`config.mk`:
```
export PLATFORM = sky130hd
export DESIGN_NAME = uart_rx_apb_ctrl
export DESIGN_NICKNAME = d
export VERILOG_FILES = /design/src/rtl/uart_rx_apb_ctrl.sv
export SDC_FILE = /design/constraint.sdc
export NUM_CORES = 1
export LEC_CHECK = 0
export ABC_AREA = 1
export CAP_MARGIN = 20
export CORE_UTILIZATION = 35
export DETAILED_ROUTE_END_ITERATION = 12
export PLACE_DENSITY = 0.59
export SKIP_LAST_GASP = 1
export SYNTH_ARGS = -nofsm -noshare
export SYNTH_HDL_FRONTEND = slang
export SYNTH_SLANG_ARGS = --single-unit
```
`constraint.sdc`:
```
create_clock -name clk -period 4.55 [get_ports clk]
set_input_delay 0.6825 -clock clk [delete_from_list [all_inputs] [get_ports clk]]
set_output_delay 0.6825 -clock clk [all_outputs]
set_load 0.1 [all_outputs]
```
`src/rtl/uart_rx_apb_ctrl.sv`:
```
// UART receive controller: byte FIFO, APB CTRL/STATUS/RDATA registers, level irq.
// Optional build macro RX_TIMEOUT_EN adds the idle-tick timeout flag (STATUS[3]).
module uart_rx_apb_ctrl #(
   parameter int FIFO_DEPTH    = 8,
   parameter int TIMEOUT_TICKS = 512
) (
   input  logic        clk,
   input  logic        rst,
   input  logic        rx_done,
   input  logic [7:0]  rx_data,
   input  logic        tick,
   input  logic [3:0]  PADDR,
   input  logic        PSEL,
   input  logic        PENABLE,
   input  logic        PWRITE,
   input  logic [31:0] PWDATA,
   output logic [31:0] PRDATA,
   output logic        PREADY,
   output logic        irq
);
   localparam int AW = $clog2(FIFO_DEPTH);
   localparam int CW = AW + 1;

   logic            enable;
   logic            irq_en;
   logic [3:0]      threshold;
   logic [7:0]      mem [FIFO_DEPTH];
   logic [AW-1:0]   wr_ptr;
   logic [AW-1:0]   rd_ptr;
   logic [CW-1:0]   count;
   logic            overrun;
   logic            timeout;

   logic            setup;
   logic            access;
   logic [1:0]      reg_sel;
   logic            empty;
   logic            full;
   logic            wr_ctrl;
   logic            wr_stat;
   logic            flush;
   logic            pop;
   logic            push_req;
   logic            push;
   logic            drop;
   logic [3:0]      thr_eff;
   logic [31:0]     rd_val;
   logic            unused_bits;

   assign setup    = PSEL & ~PENABLE;
   assign access   = PSEL & PENABLE;
   assign reg_sel  = PADDR[3:2];
   assign empty    = (count == '0);
   assign full     = (count == CW'(FIFO_DEPTH));
   assign wr_ctrl  = access & PWRITE & (reg_sel == 2'd0);
   assign wr_stat  = access & PWRITE & (reg_sel == 2'd1);
   assign flush    = wr_ctrl & PWDATA[2];
   // A pop of an empty FIFO is suppressed so state stays unchanged.
   assign pop      = access & ~PWRITE & (reg_sel == 2'd2) & ~empty;
   // A flush in the same cycle discards the incoming byte.
   assign push_req = rx_done & enable & ~flush;
   // When full, a same-cycle pop frees the slot so the byte is still accepted.
   assign push     = push_req & (~full | pop);
   assign drop     = push_req & full & ~pop;
   assign thr_eff  = (threshold == 4'd0) ? 4'd1 : threshold;

   // Register read mux feeding PRDATA in the setup cycle.
   always_comb begin
      rd_val = '0;
      case (reg_sel)
         2'd0: rd_val = {24'd0, threshold, 2'b00, irq_en, enable};
         2'd1: rd_val = {17'd0, 7'(count), 4'd0, timeout, overrun, full, empty};
         2'd2: rd_val = empty ? 32'd0 : {24'd0, mem[rd_ptr]};
         default: rd_val = '0;
      endcase
   end

   // APB response: PRDATA captured in setup, PREADY high for the access cycle.
   always_ff @(posedge clk or posedge rst) begin
      if (rst) begin
         PRDATA <= '0;
         PREADY <= 1'b0;
      end else begin
         PREADY <= setup;
         if (setup) PRDATA <= rd_val;
      end
   end

   // CTRL register; flush is a strobe and is not stored.
   always_ff @(posedge clk or posedge rst) begin
      if (rst) begin
         enable    <= 1'b0;
         irq_en    <= 1'b0;
         threshold <= '0;
      end else if (wr_ctrl) begin
         enable    <= PWDATA[0];
         irq_en    <= PWDATA[1];
         threshold <= PWDATA[7:4];
      end
   end

   // FIFO storage; contents need no reset since count gates visibility.
   always_ff @(posedge clk) begin
      if (push) mem[wr_ptr] <= rx_data;
   end

   // FIFO pointers and occupancy count.
   always_ff @(posedge clk or posedge rst) begin
      if (rst) begin
         wr_ptr <= '0;
         rd_ptr <= '0;
         count  <= '0;
      end else if (flush) begin
         wr_ptr <= '0;
         rd_ptr <= '0;
         count  <= '0;
      end else begin
         if (push) wr_ptr <= wr_ptr + AW'(1);
         if (pop)  rd_ptr <= rd_ptr + AW'(1);
         if (push & ~pop)      count <= count + CW'(1);
         else if (pop & ~push) count <= count - CW'(1);
      end
   end

   // Sticky overrun flag; a new drop wins over a same-cycle W1C.
   always_ff @(posedge clk or posedge rst) begin
      if (rst) overrun <= 1'b0;
      else     overrun <= (overrun & ~(wr_stat & PWDATA[2])) | drop;
   end

`ifdef RX_TIMEOUT_EN
   localparam int TW = $clog2(TIMEOUT_TICKS + 1);
   logic [TW-1:0] to_cnt;
   logic          activity;
   logic          to_step;

   assign activity = flush | push | pop;
   assign to_step  = tick & ~empty & ~activity & (to_cnt != TW'(TIMEOUT_TICKS));

   // Idle-tick counter saturating at TIMEOUT_TICKS; sets the sticky timeout flag on arrival.
   always_ff @(posedge clk or posedge rst) begin
      if (rst) begin
         to_cnt  <= '0;
         timeout <= 1'b0;
      end else begin
         if (activity)     to_cnt <= '0;
         else if (to_step) to_cnt <= to_cnt + TW'(1);
         timeout <= (timeout & ~(wr_stat & PWDATA[3])) |
                    (to_step & (to_cnt == TW'(TIMEOUT_TICKS - 1)));
      end
   end
`else
   assign timeout = 1'b0;
`endif

   assign unused_bits = ^{PADDR[1:0], PWDATA[31:8], PWDATA[3], tick};

   // Registered level interrupt from current occupancy and flags.
   always_ff @(posedge clk or posedge rst) begin
      if (rst) irq <= 1'b0;
      else     irq <= irq_en & ((8'(count) >= {4'd0, thr_eff}) | overrun | timeout);
   end
endmodule

```
==> impl_metrics.yaml, run 1 <==
worst_setup_path:
  cpPeakStageDelay_ps: 770
  crit_chain: "clkdlybuf4s50_1, nand2_1, nor2_1, nand3_2, a21oi_4, nand2_1, nor2_1"
  cp_max_fo: 8
  path_buf_inv: 1
  critPathKind: "in -> reg"
  startpoint_type: "primary input"
  slowest_stage: "nor2_1"
  crit_required_ps: 4510
  critPathTopFamily: "simple AND/OR/NAND/NOR gates"
  cp-end-kind: "register"
  cp.arrival_ps: 2840
synth:
  syn_inst: 428
  synth_area_um2: 4360
  yosysWarnings: 0
  synthDistinctLibCells: 32
  synth.avg_cell_area_um2: 10.2
  ys_seq_area_share_pct: 61.9
  yosys-top-cells-area: "edfxtp_1, dfrtp_1, nand2_1"
  yosysTopAreaCell: "edfxtp_1"
  synth_top_cell_area_share_pct: 44.1
  synth_seq_cells: 95
clock_tree:
  clock_latency_ps: 340
  clock_path_buffers: 2
  htree_num_levels: 3
  cts.sinks: 95
  clkTransAtPathRegs_ps: 60
  hold_buffers: 0
  root_buffer: "clkbuf_16"
  cts_tree: "done"
  ctsResizeCount: 0
  cts_setup_buffers: 0
  cts_buffers: 9
timing:
  setup_viol: 0
  tns_ps: 0
  hold_viol: 0
  slew_viol_final: 0
  fin_worst_skew_ps: 7.73
  fin_crit_sh_pct: 63.3
  min_period_ps: 2880
  timing.hold.ws_ps: 479
  rsz0062_at_grt: "false"
  relSlewSlack_pct: 33.3
  fmax_mhz: 347
  worst_slew_pin_slew_ps: 997
global_route:
  grt-ovfl-total: 0
  grt_max_degree: 35
  grt_pass1_vias: 2835
  track_usage_pct: 14.7
  antenna_found_initial: 0
  grt_first_pass_wirelength_um: 14200
drt:
  drc: 0
  vias: 2956
  wire_per_inst_um: 13.9
  drtAntennaViolNets: 0
  viasPerCell: 4.64
  drtIter0Drc: 162
  firstDrtPassIters: 4
  finalWirelength_um: 8830
floorplan:
  die_w_um: 114
  core-area_um2: 12100
  rows: 40
  io_pins: 85
  die_y_um: 114
  die_area_um2: 12900
  start_util_pct: 36.1
finish:
  nets: 524
  drive_above_1_share_pct: 7.04
  fillers: 1148
  area_growth_pct: 16.9
  antenna-diode-count: 0
hold_path:
  hold_class: "reg -> reg"
power_and_ir_drop:
  max-vdd-ir-drop_mv: 0.178
  power_density_nw_per_um2: 586
  p_leak_nw: 2.09
run:
  drv_cap: 0
placed_design:
  numPortBuffers: 36
  gp_congestion: 0.810
  dp_hpwl_um: 5810
outcome:
  outcome: "complete, no violations"
-- flip-flops by register name (all words and copies together), names as in the netlist, 3 cells and up --
name and cells:
count 4, threshold 4, mem 64, rd_ptr 3
wr_ptr 3, PRDATA 12
-- per-stage QoR --
step | utilization [%] | instances | instance area, µm² | total power [W] | worst slack [ps]
detailed placement | 39.8 | 621 | 4800 | 0.00227 | 1290
CTS | 42.2 | 637 | 5090 | 0.00301 | 1640
floorplan | - | 447 | 4430 | 0.00202 | 2360
global route | 42.2 | 637 | 5090 | 0.00316 | 1490
global placement | 39.8 | 621 | 4800 | 0.00224 | 1330
finish | 42.2 | 637 | 5090 | 0.00299 | 1670
-- tightest hold or removal path, stage by stage, from the launching register on --
cell and delay [ps]:
dfrtp_1 340, nand2_1 50, nand2_1 50
-- kinds of logic after synthesis --
logic type / after synthesis / synth area share [%]
and+or+nand+nor: 197 / 19.2
DFF: 95 / 61.9
buffers and inverters: 64 / 7.75
AOI/OAI and AO/OA: 58 / 7.35
adders and majority gates: 9 / 2.76
muxes: 3 / 0.775
other: 1 / 0.0861
xor gates and xnor gates: 1 / 0.201
-- final cells by class --
class / instances / area, µm² / share of cell area (%)
repair buffers: 39 / 383 / 7.51
multi-input cells: 288 / 1390 / 27.3
clock buffers: 9 / 225 / 4.42
inverters: 31 / 116 / 2.28
well taps: 168 / 210 / 4.13
flip-flops and latches: 95 / 2700 / 52.9
clock inverters: 7 / 70.1 / 1.38
-- report_power, final --
part	switching, W	leakage [nW]	internal, W	total, W
clock	0.000320	0.148	0.000427	0.000747
combinational	0.000778	0.971	0.000299	0.00108
sequential	0.000113	0.967	0.00105	0.00116
total	0.00121	2.09	0.00178	0.00299
-- worst paths after layout --
path,from,endpoint,slack (ps),cells past startpoint
max in group asynchronous,rst,wr_ptr[2]$_DFFE_PP0P_,3530,3
min in group asynchronous,rst,threshold[0]$_DFFE_PP0N_,720,3
min reg2reg,PRDATA[6]$_DFFE_PP0P_,PRDATA[6]$_DFFE_PP0P_,480,2
max reg2reg,count[1]$_DFFE_PP0P_,mem[5][2]$_DFFE_PP_,2160,6
min,PRDATA[6]$_DFFE_PP0P_,PRDATA[6]$_DFFE_PP0P_,480,2
max,PSEL,mem[5][2]$_DFFE_PP_,1670,7
-- routing by layer --
layer / up-vias / global-route usage [%] / part of all wire, %
met4: 0 / 7.37 / 2.1
li1: 1471 / - / -
met5: - / 0 / 0
met1: 1401 / 19.2 / 45
met3: 13 / 2.13 / 3.5
met2: 71 / 23.9 / 49
-- cell usage after synthesis --
| master | count |
|---|---|
| nand2_1 | 92 |
| edfxtp_1 | 64 |
| nor2_1 | 63 |
| o21ai_0 | 40 |
| dfrtp_1 | 31 |
| nand3_1 | 29 |
| inv_1 | 28 |
| buf_4 | 21 |
| buf_2 | 9 |
| ha_1 | 8 |
| a21oi_1 | 7 |
| o211ai_1 | 5 |
| mux2_2 | 3 |
| nand2_2 | 3 |
| nand4_1 | 3 |
| o21ai_1 | 3 |
| clkbuf_1 | 2 |
| clkinv_1 | 2 |
| nor2_2 | 2 |
| a21boi_0 | 1 |
| a21oi_4 | 1 |
| a31o_2 | 1 |
| and2_1 | 1 |
| buf_6 | 1 |
| conb_1 | 1 |
| fa_1 | 1 |
| inv_2 | 1 |
| nand3_2 | 1 |
| nand3_4 | 1 |
| nand4_2 | 1 |
| nor2_4 | 1 |
| xor2_1 | 1 |
-- cell usage in the layout (no fill, tap or decap), drive strengths merged --
cell type,netlist,final
inv,29,31
dfrtp,31,31
ha,8,8
mux2,3,3
nand3,31,31
a21oi,8,8
nand4,4,4
o21ai,43,43
and2,1,1
xor2,1,1
clkdlybuf4s50,0,36
clkinv,2,6
fa,1,1
edfxtp,64,64
clkbuf,2,9
nand2,95,95
o211ai,5,5
conb,1,20
a31o,1,1
a21boi,1,1
buf,31,3
bufinv,0,1
nor2,66,66
Power figures use the tool's default switching activity.
==> run 2: changes to the inputs <==
- clock period: 4.55 -> 2.8 ns (I/O delays scaled with it)
==> impl_metrics.yaml, run 2 (synthesis gave the netlist of run 1 again) <==
power_and_ir_drop:
  power_density_nw_per_um2: 944
  power.internal_w: 0.00283
  pwr-share-comb_pct: 37.2
  p_sw_share_pct: 41.7
  p_sw_w: 0.00202
  clkPwrFrac_pct: 24.5
  p_total_w: 0.00485
  max-vdd-ir-drop_mv: 0.375
  seqPwrFrac_pct: 38.3
  p_leak_nw: 2.16
clock_tree:
  cts_tree: "done"
  clock_latency_ps: 350
  cts_buffers: 9
  hold_buffers: 0
  root_buffer: "clkbuf_16"
  clock_path_buffers: 2
  cts_setup_buffers: 0
  ctsResizeCount: 0
  clkTransAtPathRegs_ps: 70
  cts.sinks: 95
  htree_num_levels: 3
floorplan:
  die_y_um: 114
  die_w_um: 114
  start_util_pct: 36.1
  rows: 40
  die_area_um2: 12900
  io_pins: 85
  core-area_um2: 12100
global_route:
  grt_first_pass_wirelength_um: 14800
  grt_max_degree: 35
  grt-ovfl-total: 0
  antenna_found_initial: 0
  grt_pass1_vias: 2926
  track_usage_pct: 15.2
timing:
  fmax_mhz: 451
  fin_worst_skew_ps: 12.0
  min_period_ps: 2220
  slew_viol_final: 0
  fin_crit_sh_pct: 79.2
  tns_ps: 0
  hold_viol: 0
  rsz0062_at_grt: "false"
  worst_slew_pin_slew_ps: 563
  relSlewSlack_pct: 62.4
  setup_viol: 0
finish:
  regMostFlops: "mem"
  finalNonFillerCells: 648
  antenna-diode-count: 0
  layout_common_cells: "nand2_1, edfxtp_1, nor2_1"
  fillers: 1147
  area_growth_pct: 18.0
  largest_register_ffs: 64
  reg_top3: "mem: 64 flops, PRDATA: 12 flops"
  nets: 535
  drive_above_1_share_pct: 12.1
  layout_commonest_cell: "nand2_1"
  regArea_um2: 2700
  multi_input_area_um2: 1390
drt:
  vias: 2999
  viasPerCell: 4.63
  drc: 0
  drtIter0Drc: 203
  firstDrtPassIters: 4
  finalWirelength_um: 9100
  drtAntennaViolNets: 0
  wire_per_inst_um: 14.0
worst_setup_path:
  startpoint_type: "primary input"
  critPathKind: "in -> reg"
  crit_chain: "clkdlybuf4s50_1, nand2_1, nor2_1, nand3_2, nand4_2, ha_1, nand3_1, nand4_1, nand2_1, inv_1, nand2_1, nand2_1, nand2_1, nand2_1"
  cp_max_fo: 6
  cp-end-kind: "register"
  cp.arrival_ps: 2450
  crit_required_ps: 3040
  critPathMostFrequentCell: "nand2_1"
  cpPeakStageDelay_ps: 480
  slowest_stage: "clkdlybuf4s50_1"
placed_design:
  dp_hpwl_um: 6090
  gp_congestion: 0.772
  numPortBuffers: 36
  dp.cells: 632
outcome:
  outcome: "complete, no violations"
run:
  drv_cap: 0
hold_path:
  hold_class: "in -> async"
==> run 2: power by group through the flow <==
stage	logic, W	clock network (W)	registers, W
final	0.00181	0.00119	0.00186
after global routing	0.00202	0.00127	0.00188
after CTS	0.00183	0.00121	0.00186
after detailed placement	0.00182	0	0.00189
after global placement	0.00179	0	0.00188
after floorplan	0.00109	0	0.00219
==> run 2: worst max-delay path, delay by kind of cell <==
kind,cells,cell delay [ps]
AND/OR/NAND/NOR,11,1220
adder cells (fa/ha/maj),1,290
buffers and inverters,2,520
==> run 2: final cells by class <==
class / instances / area share (%)
clock buffers: 9 / 4.38
clock inverters: 7 / 1.34
inverters: 31 / 2.26
multi-input cells: 288 / 27.1
flip-flops and latches: 95 / 52.5
well taps: 168 / 4.09
repair buffers: 50 / 8.37
==> run 2: final timing paths <==
kind                                        from                     to  slack (ps)  depth (start not counted)
max                                         PSEL   count[3]$_DFFE_PP0P_         580                         14
min                                          rst  PRDATA[1]$_DFFE_PP0P_         460                          3
max reg2reg                 count[1]$_DFFE_PP0P_   count[3]$_DFFE_PP0P_         640                         14
min reg2reg                PRDATA[5]$_DFFE_PP0P_  PRDATA[5]$_DFFE_PP0P_         480                          2
max in group asynchronous                    rst   count[1]$_DFFE_PP0P_        2030                          3
min in group clk           PRDATA[5]$_DFFE_PP0P_  PRDATA[5]$_DFFE_PP0P_         480                          2
==> run 2: per-stage QoR <==
step	worst slack (ps)	hold WS (ps)	instance area (µm²)	util, %
global route	319	524	5140	42.6
CTS	575	470	5140	42.6
finish	583	460	5140	42.6
global placement	248	472	4850	40.2
floorplan	871	451	4430	-
detailed placement	226	468	4850	40.2
==> run 2: metal layers <==
layer	part of all wire [%]	up-vias	wire length, µm	GRT usage (%)
li1	-	1488	-	-
met1	46	1433	4180	20.3
met2	49	71	4490	24.9
met3	3.9	7	356	2.55
met4	0.77	0	70	5.96
met5	0	-	0	0
==> run 3: changes to the inputs <==
- PLACE_DENSITY: 0.59 -> 0.61
- clock period: 2.8 -> 1.8 ns (I/O delays scaled with it)
==> impl_metrics.yaml, run 3 (synthesis gave the netlist of run 1 again) <==
outcome:
  outcome: "complete, but fails checks"
  failed_checks: "negative setup slack"
worst_setup_path:
  cp_max_fo: 4
  startpoint_type: "register"
  crit_required_ps: 2040
  r2r-end: "count[3]$_DFFE_PP0P_"
  critPathKind: "reg -> reg"
  cp-end-kind: "register"
  reg2reg_depth: 14
  reg2reg_slack_ps: -40
  r2r_start: "count[0]$_DFFE_PP0P_"
  cp.arrival_ps: 2080
power_and_ir_drop:
  power_density_nw_per_um2: 1460
  max-vdd-ir-drop_mv: 0.495
  p_leak_nw: 2.41
  p_total_w: 0.00821
finish:
  regMostFlops: "mem"
  antenna-diode-count: 0
  fillers: 1065
  final_area_um2: 5610
  nets: 576
  area_growth_pct: 28.7
  layout_commonest_cell: "nand2_1"
  finalNonFillerCells: 689
  largest_register_ffs: 64
  reg_top3: "mem: 64 flops, PRDATA: 12 flops"
  drive_above_1_share_pct: 21.9
  layout_common_cells: "nand2_1, buf_4, edfxtp_1"
  postLayoutCoreUtil_pct: 46.5
run:
  drv_cap: 0
drt:
  vias: 3149
  finalWirelength_um: 9410
  drc: 0
  viasPerCell: 4.57
  wire_per_inst_um: 13.7
  drtAntennaViolNets: 0
  drtIter0Drc: 125
  firstDrtPassIters: 5
global_route:
  track_usage_pct: 16.0
  grt_first_pass_wirelength_um: 15600
  antenna_found_initial: 0
  grt_pass1_vias: 3049
  grt_max_degree: 32
  grt-ovfl-total: 0
placed_design:
  dp_hpwl_um: 6660
  dp.cells: 666
  numPortBuffers: 36
  dpl_cell_area_um2: 5160
  gp_congestion: 0.847
timing:
  fin_crit_sh_pct: 102
  fin_ws_ps: -39.6
  fmax_mhz: 544
  fin_worst_skew_ps: 8.02
  min_period_ps: 1840
  rsz0062_at_grt: "true"
  timing.hold.ws_ps: 303
  slew_viol_final: 0
  hold_viol: 0
  setup_viol: 9
clock_tree:
  clock_latency_ps: 350
  cts_tree: "done"
  root_buffer: "clkbuf_16"
  cts.sinks: 95
  cts_buffers: 9
  clkTransAtPathRegs_ps: 70
  htree_num_levels: 3
  clock_path_buffers: 2
floorplan:
  start_util_pct: 36.1
  die_y_um: 114
  rows: 40
  die_area_um2: 12900
  core-area_um2: 12100
  io_pins: 85
  die_w_um: 114
hold_path:
  hold_class: "in -> async"
==> run 3: cell count changes in the layout (fill, tap and decap cells not counted), sizes merged <==
cell	delta
buf	+41
clkinv	-5
clkdlybuf4s50	-3
dlymetal6s2s	+3
clkinvlp	+2
inv	+2
bufinv	+1
==> run 3: worst max path at each step <==
stage / start / endpoint / cells past startpoint
6_report: count[0]$_DFFE_PP0P_ / count[3]$_DFFE_PP0P_ / 14
5_1_grt: count[0]$_DFFE_PP0P_ / count[3]$_DFFE_PP0P_ / 14
4_1_cts: count[0]$_DFFE_PP0P_ / count[3]$_DFFE_PP0P_ / 14
3_5_place_dp: PSEL / count[3]$_DFFE_PP0P_ / 14
3_3_place_gp: PSEL / count[3]$_DFFE_PP0P_ / 14
2_1_floorplan: count[2]$_DFFE_PP0P_ / mem[4][0]$_DFFE_PP_ / 6
==> run 3: final cells by class <==
cell class	instances	area [µm²]	area share (%)
clock buffer	9	225	4.02
clock inverter	7	87.6	1.56
multi-input combinational	288	1480	26.5
inverter	31	116	2.07
sequential	95	2700	48.1
tap	168	210	3.75
timing repair buffer	91	787	14.0
==> run 3: worst max-delay path, cell delays in order (launching register included) <==
cell and delay (ps):
dfrtp_1 390, nor2_2 160, nand2_2 100, nand3_4 110, nand4_4 150, ha_4 310, nand3_2 70, nand3_2 60
nand2_1 40, nand2_1 80, inv_1 50, nand2_1 50, nand2_1 50, nand2_1 70, nand2_1 60
==> run 3: through the flow <==
stage	setup TNS, ps	setup slack (ps)
after global routing	-4940	-186
after detailed placement	-23150	-426
after floorplan	-3250	-56.9
after global placement	-22220	-384
after CTS	-12.6	-12.6
final	-67.7	-39.6
==> run 3: power breakdown <==
part / switching, W / internal, W / leakage, nW
clock network: 0.000868 / 0.00111 / 0.148
registers: 0.000190 / 0.00265 / 0.966
logic: 0.00224 / 0.00115 / 1.30
total: 0.00330 / 0.00491 / 2.41
==> run 3: repair_timing <==
action | CTS | global route
hold buffers | 0 | 0
buffers inserted | 4 | 3
endpoints found under the setup margin | 2 | 67
pin swaps | 8 | 5
gates cloned | 0 | 0
gates resized for setup | 11 | 11
==> run 3: routing by layer <==
layer | up-vias | GRT usage, % | part of all wire, %
met1 | 1494 | 20.3 | 43
met5 | - | 0 | 0
met2 | 78 | 27.0 | 51
met4 | 0 | 7.89 | 1.7
li1 | 1567 | - | -
met3 | 10 | 2.34 | 3.7
==> RTL edit (flow settings as in run 3) <==
The option `RX_TIMEOUT_EN` is turned on by a define.
--- a/src/rtl/uart_rx_apb_ctrl.sv
+++ b/src/rtl/uart_rx_apb_ctrl.sv
@@ -1,5 +1,7 @@
 // UART receive controller: byte FIFO, APB CTRL/STATUS/RDATA registers, level irq.
 // Optional build macro RX_TIMEOUT_EN adds the idle-tick timeout flag (STATUS[3]).
+`define RX_TIMEOUT_EN
+
 module uart_rx_apb_ctrl #(
    parameter int FIFO_DEPTH    = 8,
    parameter int TIMEOUT_TICKS = 512
Function: same outputs for any inputs over 10 cycles, from zero or initial values and one cycle with rst high; that may be too few to reach the edited logic, so the function may still have changed.
==> RTL edit against run 3 <==
- the flow still finishes with violations (setup timing)
- routed wire length increased by 17%
- critical path depth unchanged
- final area increased by 12%
- sequential cell count increased by 11
- power increased by 4.7%
- synthesized area increased by 15%
- cell count increased by 12%
- setup slack improved by 0.036 ns
==> RTL edit: results (changes against run 3) <==
[yosys]
synth_mux_area_share_pct = 0.449  ; was 0.775%
synth_compound_area_share_pct = 9.30  ; was 7.35%
synthAdderAreaFrac_pct = 2.89  ; was 2.76%
synth-seq-area-share_pct = 59.2  ; was 61.9%
synthTopCellsByCount = 80 x nor2_1, 75 x nand2_1, 64 x edfxtp_1, 50 x inv_1, 45 x o21ai_0  ; was 92 x nand2_1, 64 x edfxtp_1, 63 x nor2_1, 40 x o21ai_0, 31 x dfrtp_1
ys_types = 34  ; was 32
avgSynthCellArea_um2 = 9.88  ; was 10.2 um^2
async_flop_share_pct = 39.6  ; was 32.6%
synthXorXnorAreaFrac_pct = 1.22  ; was 0.201%
synthTopCellsByArea = edfxtp_1 38%, dfrtp_1 21%, nor2_1 6.0%, nand2_1 5.6%, o21ai_0 4.5%  ; was edfxtp_1 44%, dfrtp_1 18%, nand2_1 7.9%, nor2_1 5.4%, o21ai_0 4.6%

[global_route]
grt_max_degree = 43  ; was 32
track_usage_pct = 16.0  ; about the same
grt_pass1_vias = 3556  ; was 3049

[placed_design]
dp.cells = 754  ; was 666
dpl.hpwl_mm = 7.75  ; was 6.66 mm
dp_slack_ns = -0.352  ; was -0.426 ns
dpl-instance-area_um2 = 5910  ; was 5160 um^2
portBuffers = 38  ; was 36

[cells_and_area]
nets = 647  ; was 576
drive_above_1_share_pct = 17.3  ; was 21.9%
reg_top3 = mem (64), PRDATA (12), to_cnt (10)  ; was mem (64), PRDATA (12)

[sta]
clock_skew_ns = 0.00598  ; was 0.00802 ns
fin_setup_tns_ns = -0.00405  ; was -0.0677 ns
setup_viol = 1  ; was 9
setup_slack_ns = -0.00405  ; was -0.0396 ns

[power]
peakVddDrop_uv = 607  ; was 495 uV
power_switching_mw = 3.40  ; was 3.30 mW
leakagePower_nw = 2.63  ; was 2.41 nW

[routing]
wl_mm = 11.0  ; was 9.41 mm
wire_per_inst_um = 14.2  ; was 13.7 um
dr.pass1.iters = 4  ; was 5
drt_first_iter_violations = 320  ; was 125
avgViaCountPerCell = 4.73  ; was 4.57

[clocking]
cts_setup_buffers = 0  ; was 4
path_clk_slew_ns = 0.07  ; about the same

[setup_path]
cp-startpoint = count[1]  ; was count[0]
crit_arrival_ns = 2.04  ; was 2.08 ns

[run_status]
violations = setup timing  ; unchanged
status = complete, but fails checks  ; unchanged

## RTL edit: cell count changes in the layout (fill, tap and decap cells not counted), moves of 7 or more
cell	before	now
o211ai_1	5	12
nor3_1	0	7
buf_12	3	11
buf_4	65	40
dfrtp_1	30	42
nand2_1	88	70
inv_1	28	49
a21oi_1	7	24
nor2_1	59	76
## RTL edit: how the worst min path moves through the flow
stage | startpoint | end | slack [ns] | cells after the start
finish | rst | count[0] | 0.27 | 3
global route | rst | count[0] | 0.29 | 3
CTS | rst | count[0] | 0.28 | 3
detailed placement | PRDATA[10] | PRDATA[10] | 0.48 | 2
global placement | PRDATA[10] | PRDATA[10] | 0.47 | 2
floorplan | rx_data[0] | mem[0][0] | 0.37 | 0
## RTL edit: repair_timing
item,4_1_cts,5_1_grt
endpoints found under the setup margin,6,44
gates resized for setup,2,14
pin swaps,0,4
cloned,0,0
## RTL edit: cell type report
type | instances | area [um^2]
Sequential cell | 106 | 2970
Inverter | 55 | 206
Fill cell | 1301 | 7660
Timing Repair Buffer | 78 | 795
Tap cell | 180 | 225
Clock buffer | 9 | 225
Clock inverter | 7 | 75.1
Multi-Input combinational cell | 335 | 1770
## RTL edit: layer usage
| layer | vias to the layer above | share of wire, % | track usage [%] |
|---|---|---|---|
| met2 | 101 | 48 | 26.4 |
| met3 | 9 | 4.6 | 3.28 |
| met5 | - | 0 | 0 |
| met4 | 0 | 0.87 | 3.94 |
| met1 | 1724 | 46 | 21.4 |
| li1 | 1811 | - | - |
## RTL edit: cells by family after synthesis
kind of cell / after synthesis
AND/OR/NAND/NOR: 209
flip-flops: 106
AO/OA/AOI/OAI: 86
buffers and inverters: 86
adder cells (fa/ha/maj): 11
XOR/XNOR: 7
multiplexers: 2
other: 1
## RTL edit: power groups by stage
stage                     Sequential [mW]  Clock, mW  Combinational, mW
after floorplan                      3.65          0               1.82
after global placement               3.21          0               3.29
after detailed placement             3.23          0               3.33
after CTS                            3.18       2.02               3.35
after global routing                 3.23       2.11               3.79
final                                3.19       1.98               3.42
## RTL edit: worst max-delay path: stages, from the launching register on
cell	delay, ns
dfrtp_1	0.41
nor2_4	0.16
nand2_2	0.10
nand3_4	0.09
nand4_4	0.11
ha_1	0.32
nand3_2	0.08
nand2_1	0.08
nand2_1	0.06
nand2_2	0.06
inv_1	0.04
nand2_1	0.05
nand2_1	0.05
nand2_1	0.05
nand2_1	0.05
